## config.mk

```make
export PLATFORM = sky130hd
export DESIGN_NAME = mmss_countdown
export DESIGN_NICKNAME = d
export VERILOG_FILES = /design/src/rtl/mmss_countdown.sv
export SDC_FILE = /design/constraint.sdc
export NUM_CORES = 1
export LEC_CHECK = 0
export ABC_AREA = 1
export CORE_MARGIN = 4
export CORE_UTILIZATION = 32
export DETAILED_ROUTE_END_ITERATION = 12
export DONT_BUFFER_PORTS = 1
export PLACE_DENSITY = 0.56
export SETUP_SLACK_MARGIN = 0.5
export SLEW_MARGIN = 20
export SYNTH_ARGS = -nofsm -noshare
export SYNTH_HDL_FRONTEND = slang
export SYNTH_SLANG_ARGS = --single-unit
```

## constraint.sdc

```tcl
create_clock -name f_clk -period 2.15 [get_ports f_clk]
set_input_delay 0.3225 -clock f_clk [delete_from_list [all_inputs] [get_ports f_clk]]
set_output_delay 0.3225 -clock f_clk [all_outputs]
set_load 0.02 [all_outputs]
```

## src/rtl/mmss_countdown.sv

```systemverilog
// rtl/mmss_countdown.sv - MM:SS count-down timer FSM feeding a four-digit seven-segment driver
module mmss_countdown #(
   parameter int unsigned EXPIRE_SECS = 10
) (
   input  logic       f_clk,
   input  logic       rst_n,
   input  logic       tick,
   input  logic       btn_start,
   input  logic       btn_clear,
   input  logic       btn_min_inc,
   input  logic       btn_sec_inc,
   output logic [3:0] seg1,
   output logic [3:0] seg2,
   output logic [3:0] seg3,
   output logic [3:0] seg4,
   output logic [1:0] mode,
   output logic       done
);

   typedef enum logic [1:0] {
      S_IDLE    = 2'd0,
      S_RUN     = 2'd1,
      S_PAUSE   = 2'd2,
      S_EXPIRED = 2'd3
   } state_t;

   localparam logic [1:0] MODE_ON    = 2'd1;
   localparam logic [1:0] MODE_BLINK = 2'd2;
   localparam logic [1:0] MODE_FAST  = 2'd3;
   localparam logic [7:0] EXP_LIMIT  = 8'(EXPIRE_SECS);

   state_t      state;
   logic [15:0] preset;
   logic [7:0]  exp_cnt;
   logic [3:0]  dec_s1, dec_s2, dec_s3, dec_s4;
   logic        last_sec;
   logic        time_zero;

   // Two-digit BCD increment over 00..59, wrapping to 00 with no carry out.
   function automatic logic [7:0] inc59(input logic [7:0] v);
      logic [7:0] r;
      if (v[3:0] == 4'd9) begin
         r = (v[7:4] == 4'd5) ? 8'h00 : {v[7:4] + 4'd1, 4'd0};
      end else begin
         r = {v[7:4], v[3:0] + 4'd1};
      end
      return r;
   endfunction

   always_comb begin
      dec_s1 = seg1;
      dec_s2 = seg2;
      dec_s3 = seg3;
      dec_s4 = seg4;
      if (seg1 != 4'd0) begin
         dec_s1 = seg1 - 4'd1;
      end else begin
         dec_s1 = 4'd9;
         if (seg2 != 4'd0) begin
            dec_s2 = seg2 - 4'd1;
         end else begin
            dec_s2 = 4'd5;
            if (seg3 != 4'd0) begin
               dec_s3 = seg3 - 4'd1;
            end else begin
               dec_s3 = 4'd9;
               dec_s4 = (seg4 != 4'd0) ? seg4 - 4'd1 : 4'd5;
            end
         end
      end
   end

   assign last_sec  = ({seg4, seg3, seg2} == 12'h000) && (seg1 == 4'd1);
   assign time_zero = ({seg4, seg3, seg2, seg1} == 16'h0000);

   always_ff @(posedge f_clk or negedge rst_n) begin
      if (!rst_n) begin
         state   <= S_IDLE;
         seg1    <= 4'd0;
         seg2    <= 4'd0;
         seg3    <= 4'd0;
         seg4    <= 4'd0;
         preset  <= 16'h0000;
         exp_cnt <= 8'd0;
         mode    <= MODE_ON;
         done    <= 1'b0;
      end else begin
         done <= 1'b0;
         if (btn_clear) begin
            state   <= S_IDLE;
            {seg4, seg3, seg2, seg1} <= 16'h0000;
            preset  <= 16'h0000;
            exp_cnt <= 8'd0;
            mode    <= MODE_ON;
         end else begin
            case (state)
               S_IDLE: begin
                  if (btn_start && !time_zero) begin
                     preset <= {seg4, seg3, seg2, seg1};
                     state  <= S_RUN;
                     mode   <= MODE_ON;
                  end else if (!btn_start) begin
                     if (btn_min_inc) {seg4, seg3} <= inc59({seg4, seg3});
                     if (btn_sec_inc) {seg2, seg1} <= inc59({seg2, seg1});
                  end
               end
               S_RUN: begin
                  if (btn_start) begin
                     state <= S_PAUSE;
                     mode  <= MODE_BLINK;
                  end else if (tick) begin
                     {seg4, seg3, seg2, seg1} <= {dec_s4, dec_s3, dec_s2, dec_s1};
                     // Reaching zero expires on the same edge as the final decrement.
                     if (last_sec) begin
                        state   <= S_EXPIRED;
                        mode    <= MODE_FAST;
                        exp_cnt <= 8'd0;
                        done    <= 1'b1;
                     end
                  end
               end
               S_PAUSE: begin
                  if (btn_start) begin
                     state <= S_RUN;
                     mode  <= MODE_ON;
                  end
               end
               S_EXPIRED: begin
                  if (btn_start || (tick && (exp_cnt + 8'd1 == EXP_LIMIT))) begin
                     {seg4, seg3, seg2, seg1} <= preset;
                     state <= S_IDLE;
                     mode  <= MODE_ON;
                  end else if (tick) begin
                     exp_cnt <= exp_cnt + 8'd1;
                  end
               end
               default: begin
                  state <= S_IDLE;
                  mode  <= MODE_ON;
               end
            endcase
         end
      end
   end

endmodule

```

==> impl_metrics.py, run 1 <==
metrics = {
    "grt": {
        "grt_pass1_wl_um": 14230,
        "grt.overflow.total": 0,
        "grt_pass1_vias": 2828,
        "grt_use_total_pct": 15.67,
        "grt_max_degree": 46,
        "antenna_found_initial": 0,
    },
    "layout": {
        "nets": 466,
        "areaGrowthSynthToFinish_pct": 29.39,
        "fin_cells": 574,
        "drive_gt1_share_pct": 35.96,
        "design_area_um2": 4010,
        "antenna_cells": 0,
    },
    "yosys": {
        "yosysSeqAreaShare_pct": 36.37,
        "synthMuxAreaShare_pct": 0,
        "yosysTopAreaCell": "dfrtp_1",
        "ys_types": 38,
        "synth_compound_area_share_pct": 18.33,
        "ys_warn_count": 0,
        "synth-async-reset-ratio_pct": 100.0,
        "syn_nets": 422,
        "synth-edff-count": 0,
        "netlist_top_cells_count": "nand2_1, dfrtp_1, inv_1, nand3_1, o21ai_0",
        "synth_area_leaders": "dfrtp_1, nand2_1, ha_1",
        "synth-simple-area-share_pct": 28.70,
        "synth.most_common_cell": "nand2_1",
        "yosysTopAreaCellShare_pct": 35.53,
        "yosys.area_share.xor_xnor_pct": 2.543,
        "synth_area_um2": 3099,
        "syn_area_per_cell_um2": 7.748,
        "synth_top_flop_cell": "dfrtp_1",
        "ys_seq_elements": 45,
        "synthesis.instances": 400,
        "synth_fa_ha_area_share_pct": 6.056,
        "synth_top_family_by_area": "simple AND/OR/NAND/NOR gates",
    },
    "setup_path": {
        "reg2regPathDepth": 11,
        "regToRegEndpoint": "state[0]",
        "r2r-start": "seg3[1]",
        "worst_path_max_delay_cell": "dfrtp_2",
        "cp_slowest_stage_delay_ns": 0.50,
        "cp_max_fo": 5,
        "worstPathRequired_ns": 2.34,
        "crit_arrival_ns": 2.14,
        "end_kind": "flop",
        "path_common_cell": "nand2_1",
        "crit_type": "reg -> reg",
        "path_cells": "inv_4, ha_4, nand3_4, nor2_4, nand4_1, nand2_1, nand2_1, a21oi_2, nand2_2, nand2_1, o21ai_0",
        "cp-start-kind": "flop",
        "critical_path.top_delay_family": "simple AND/OR/NAND/NOR gates",
        "cp_num_buf_inv": 1,
        "ff2ff_setup_slack_ns": 0.20,
    },
    "floorplanning": {
        "num_rows": 35,
        "io_pins": 26,
        "initial_core_util_pct": 33.23,
        "design.core.area_um2": 9328,
        "die_h_um": 106.4,
        "die_area_um2": 11320,
        "die_x_um": 106.4,
    },
    "clock_tree": {
        "cts_tree": "done",
        "h-tree-depth": 2,
        "clock_sinks": 45,
        "insertion_delay_ns": 0.31,
        "cts_root_buf": "clkbuf_8",
        "path_clk_slew_ns": 0.09,
        "numCtsBuffers": 5,
        "cts_buffer_depth": 2,
    },
    "detailed_routing": {
        "vias": 2955,
        "wl_per_cell_um": 15.61,
        "routed_wl_um": 8960,
        "routed_via_density": 5.148,
        "final_antenna_net_count": 0,
        "drt_iter0_drc": 138,
        "post-route-drc-count": 0,
        "first_pass_iters": 5,
    },
    "place": {
        "place_inst": 539,
        "port_buffers": 0,
        "gp_congestion": 0.8605,
        "post-dp-hpwl_um": 5914,
        "placed_area_um2": 3423,
    },
    "sta": {
        "setup_viol": 0,
        "worst_pin_slew_ns": 0.3667,
        "finalHoldViolations": 0,
        "period_needed_ns": 1.949,
        "slew_violations": 0,
        "fin_crit_sh_pct": 90.67,
        "rsz0062_at_grt": "yes",
        "fmax_ghz": 0.5130,
        "worst_clock_skew_ns": 0.01372,
        "tns_ns": 0,
        "max_slew_margin_pct": 75.55,
        "hold_slack_ns": 0.08744,
    },
    "job": {
        "drv_cap": 0,
    },
    "outcome": {
        "status": "finished clean",
    },
    "power_and_ir_drop": {
        "power_density_nw_per_um2": 1278,
        "peakVddDrop_v": 0.0004078,
        "p_leak_nw": 1.751,
        "finalPower_mw": 5.125,
    },
    "worst_hold_path": {
        "hp-class": "in -> reg",
        "min_from": "btn_start",
        "min_to": "done",
        "min_path_cells": 1,
    },
}
placed cells by master, fill, tap and decap left out, types with 5 or more instances in the layout:
master and n:
o21ai_2 15, nor2_1 16, buf_4 39, ha_1 10
nand4_1 6, ha_4 5, dfrtp_1 32, inv_2 13
nor3_1 6, xor2_1 6, nand2_2 18, nand2_4 5
o21ai_0 24, buf_6 6, inv_1 28, nor2_2 5
clkbuf_8 5, dfrtp_2 12, nand3_4 6, a21oi_1 14
nand3_1 29, nand2_1 75, o211ai_1 7, inv_4 5
o21ai_1 12, nor2_4 9
worst register-to-register path: stages, from the launching register on:
cell and delay, ns:
dfrtp_2 0.50, inv_4 0.11, ha_4 0.15, nand3_4 0.09, nor2_4 0.17, nand4_1 0.15
nand2_1 0.13, nand2_1 0.07, a21oi_2 0.21, nand2_2 0.12, nand2_1 0.07, o21ai_0 0.07
flip-flops by register name, summed over array words and instances (netlist names):
name and flops:
preset 16, exp_cnt 8, seg1 4, seg2 4, seg3 4, seg4 4, mode 2, state 2
done 1
layer usage:
layer	routed length (um)	GRT usage (%)	vias up
li1	-	-	1441
met1	3875	19.92	1420
met2	4409	26.11	78
met3	517	3.886	16
met4	158	5.023	0
met5	0	0	-
layout make-up:
cell class	instances	area, um^2
fillers	921	5318
multi-input cells	298	1996
flip-flops and latches	45	1142
repair buffers	48	417.9
inverters	46	185.2
well taps	129	161.4
clock buffers	6	72.57
clock inverters	2	35.03
report_power, final:
group	internal [mW]	switching (mW)
registers	1.05	0.228
logic	1.22	1.98
clock network	0.345	0.302
total	2.62	2.51
worst max-delay path by stage:
| stage | startpoint | endpoint | slack, ns | depth (start not counted) |
|---|---|---|---|---|
| 2_1_floorplan | seg3[0] | exp_cnt[6] | 0.37 | 10 |
| 3_3_place_gp | seg3[1] | exp_cnt[0] | 0.23 | 9 |
| 3_5_place_dp | seg1[0] | seg4[2] | 0.16 | 10 |
| 5_1_grt | seg3[1] | state[0] | 0.08 | 11 |
| 6_report | seg3[1] | state[0] | 0.20 | 11 |
| 4_1_cts | seg3[1] | exp_cnt[6] | 0.30 | 9 |
stage by stage:
stage | utilization, % | setup WS [ns]
floorplan | - | 0.3663
global placement | 36.70 | 0.2280
detailed placement | 36.70 | 0.1572
CTS | 41.13 | 0.2984
global route | 42.99 | 0.08261
finish | 42.99 | 0.2005
repair_timing:
| item | in CTS | in global routing |
|---|---|---|
| pin swaps | 20 | 9 |
| cloned | 1 | 1 |
| setup endpoints to repair | 44 | 44 |
| resized for setup | 33 | 36 |
| buffers inserted | 16 | 7 |
| hold buffers | 2 | 0 |
| hold endpoints to repair | 45 | 0 |
kinds of logic (layout without fill, tap and decap cells):
| family | Yosys count | in the layout |
|---|---|---|
| flops | 45 | 45 |
| simple gates | 180 | 181 |
| buf+inv | 58 | 102 |
| xor+xnor | 9 | 9 |
| compound gates | 93 | 93 |
| fa+ha+maj | 15 | 15 |
Note: power is estimated with default switching activity, not from simulation.
==> run 2: changes to the inputs <==
Settings changed: PLACE_DENSITY 0.56 to default.
==> run 2 against run 1 <==
Compared with the run above: register-to-register slack got worse by 0.02 ns; critical endpoint is now seg2[0]; largest power group unchanged; power increased by 0.31%; cell count grew 1.4%; largest cell class unchanged; final area grew 0.72%; non-clock buffer count increased by 7; combinational power is essentially flat; highest routed layer unchanged.
==> impl_metrics.py, run 2 (synthesis gave the netlist of run 1 again) <==
metrics = {
    "detailed_routing": {
        "top_layer": "met4",
        "dr_wl_met2_um": 4240,
        "drt_iter0_drc": 191,
        "vias": 3023,
        "wl_per_cell_um": 15.10,
        "first_pass_iters": 5,
        "post-route-drc-count": 0,
        "drt-met1-wl_um": 3696,
        "routed_via_density": 5.194,
        "routed_wl_um": 8787,
        "dr_wl_met3_um": 607,
        "final_antenna_net_count": 0,
    },
    "clock_tree": {
        "path_clk_slew_ns": 0.10,
        "cts_buffer_depth": 2,
        "clock_sinks": 45,
        "cts_root_buf": "clkbuf_8",
        "insertion_delay_ns": 0.31,
        "h-tree-depth": 2,
        "numCtsBuffers": 5,
        "cts_tree": "done",
    },
    "setup_path": {
        "worst_path_max_delay_cell": "dfrtp_1",
        "cp.depth": 7,
        "cp-start-kind": "flop",
        "crit_arrival_ns": 2.16,
        "critical_path.top_delay_family": "simple AND/OR/NAND/NOR gates",
        "cp_max_fo": 8,
        "crit_type": "reg -> reg",
        "cp_slowest_stage_delay_ns": 0.57,
        "cp_num_buf_inv": 0,
        "path_cells": "nor2_1, nand2_1, o21ai_1, nor2_2, nand4_1, nand2_1, nand2_1",
        "reg2regPathDepth": 7,
        "worstPathRequired_ns": 2.34,
        "path_common_cell": "nand2_1",
        "end_kind": "flop",
    },
    "grt": {
        "antenna_found_initial": 0,
        "grt_pass1_wl_um": 14210,
        "grt_use_total_pct": 15.46,
        "grt.overflow.total": 0,
        "grt_max_degree": 46,
        "grt_pass1_vias": 2901,
    },
    "place": {
        "gp_congestion": 0.8072,
        "port_buffers": 0,
        "post-dp-hpwl_um": 5760,
    },
    "worst_hold_path": {
        "min_path_cells": 1,
        "hp-class": "in -> reg",
    },
    "layout": {
        "regMostFlops": "preset",
        "layout_commonest_cell": "nand2_1",
        "final_cell_mix": "nand2_1, buf_4, dfrtp_1, nand3_1, inv_1",
        "reg_top3": "preset x16, exp_cnt x8",
        "antenna_cells": 0,
        "areaGrowthSynthToFinish_pct": 30.32,
        "largest_register_ffs": 16,
        "drive_gt1_share_pct": 35.32,
        "nets": 474,
    },
    "sta": {
        "fmax_ghz": 0.5071,
        "worst_pin_slew_ns": 0.4465,
        "max_slew_margin_pct": 70.15,
        "fin_crit_sh_pct": 91.71,
        "worst_clock_skew_ns": 0.01295,
        "setup_viol": 0,
        "rsz0062_at_grt": "yes",
        "hold_slack_ns": 0.08013,
        "slew_violations": 0,
        "period_needed_ns": 1.972,
        "tns_ns": 0,
        "finalHoldViolations": 0,
    },
    "power_and_ir_drop": {
        "peakVddDrop_v": 0.0004748,
        "p_leak_nw": 1.763,
        "power_density_nw_per_um2": 1273,
    },
    "floorplanning": {
        "io_pins": 26,
        "num_rows": 35,
        "die_h_um": 106.4,
        "design.core.area_um2": 9328,
        "die_x_um": 106.4,
        "die_area_um2": 11320,
        "initial_core_util_pct": 33.23,
    },
    "outcome": {
        "status": "finished clean",
    },
    "job": {
        "drv_cap": 0,
    },
}
[run 2: cell count changes in the layout (fill, tap and decap cells not counted), moves of 3 or more]
| cell | delta |
|---|---|
| inv_2 | +3 |
| o21ai_2 | -5 |
| nand2_1 | +3 |
| buf_4 | +8 |
| o21ai_1 | +4 |
| inv_4 | -3 |
| nor2_2 | +3 |
[run 2: repair_timing]
action                                  4_1_cts  5_1_grt
hold buffers                                  2        0
buffers inserted                             19       12
cloned                                        1        2
endpoints found under the setup margin       44       44
resized for setup                            26       25
hold endpoints to repair                     45        0
pin swaps                                    18       23
[run 2: final cells by class]
| type | instances | area (um^2) |
|---|---|---|
| Clock buffer | 5 | 68.82 |
| Tap cell | 129 | 161.4 |
| Multi-Input combinational cell | 299 | 1969 |
| Sequential cell | 45 | 1140 |
| Inverter | 46 | 177.7 |
| Fill cell | 920 | 5289 |
| Timing Repair Buffer | 55 | 475.5 |
| Clock inverter | 3 | 46.29 |
[run 2: power breakdown]
part	internal (mW)	leakage, nW	switching (mW)
registers	1.05	0.593	0.233
clock network	0.348	0.0543	0.323
logic	1.26	1.12	1.92
[run 2: final timing paths]
path,endpoint,from,slack [ns]
min reg2reg,preset[5],preset[5],0.52
min in group asynchronous,seg3[2],rst_n,0.51
min,done,btn_start,0.08
max,seg2[0],state[1],0.18
max in group asynchronous,mode[0],rst_n,1.37
max reg2reg,seg2[0],state[1],0.18
[run 2: layer usage]
metal / up-vias / track usage (%)
met3: 25 / 4.189
met1: 1442 / 19.39
met2: 97 / 25.20
met4: 0 / 6.210
li1: 1459 / -
met5: - / 0
[run 2: through the flow]
| step | cell area, um^2 | total power, mW | std cells | util [%] | setup slack [ns] |
|---|---|---|---|---|---|
| 6_report | 4039 | 5.141 | 582 | 43.30 | 0.1782 |
| 5_1_grt | 4039 | 5.532 | 582 | 43.30 | 0.07022 |
| 4_1_cts | 3819 | 4.750 | 568 | 40.94 | 0.2598 |
| 3_5_place_dp | 3416 | 3.763 | 538 | 36.62 | 0.1851 |
| 3_3_place_gp | 3416 | 3.738 | 538 | 36.62 | 0.2209 |
| 2_1_floorplan | 3178 | 3.144 | 400 | - | 0.3663 |
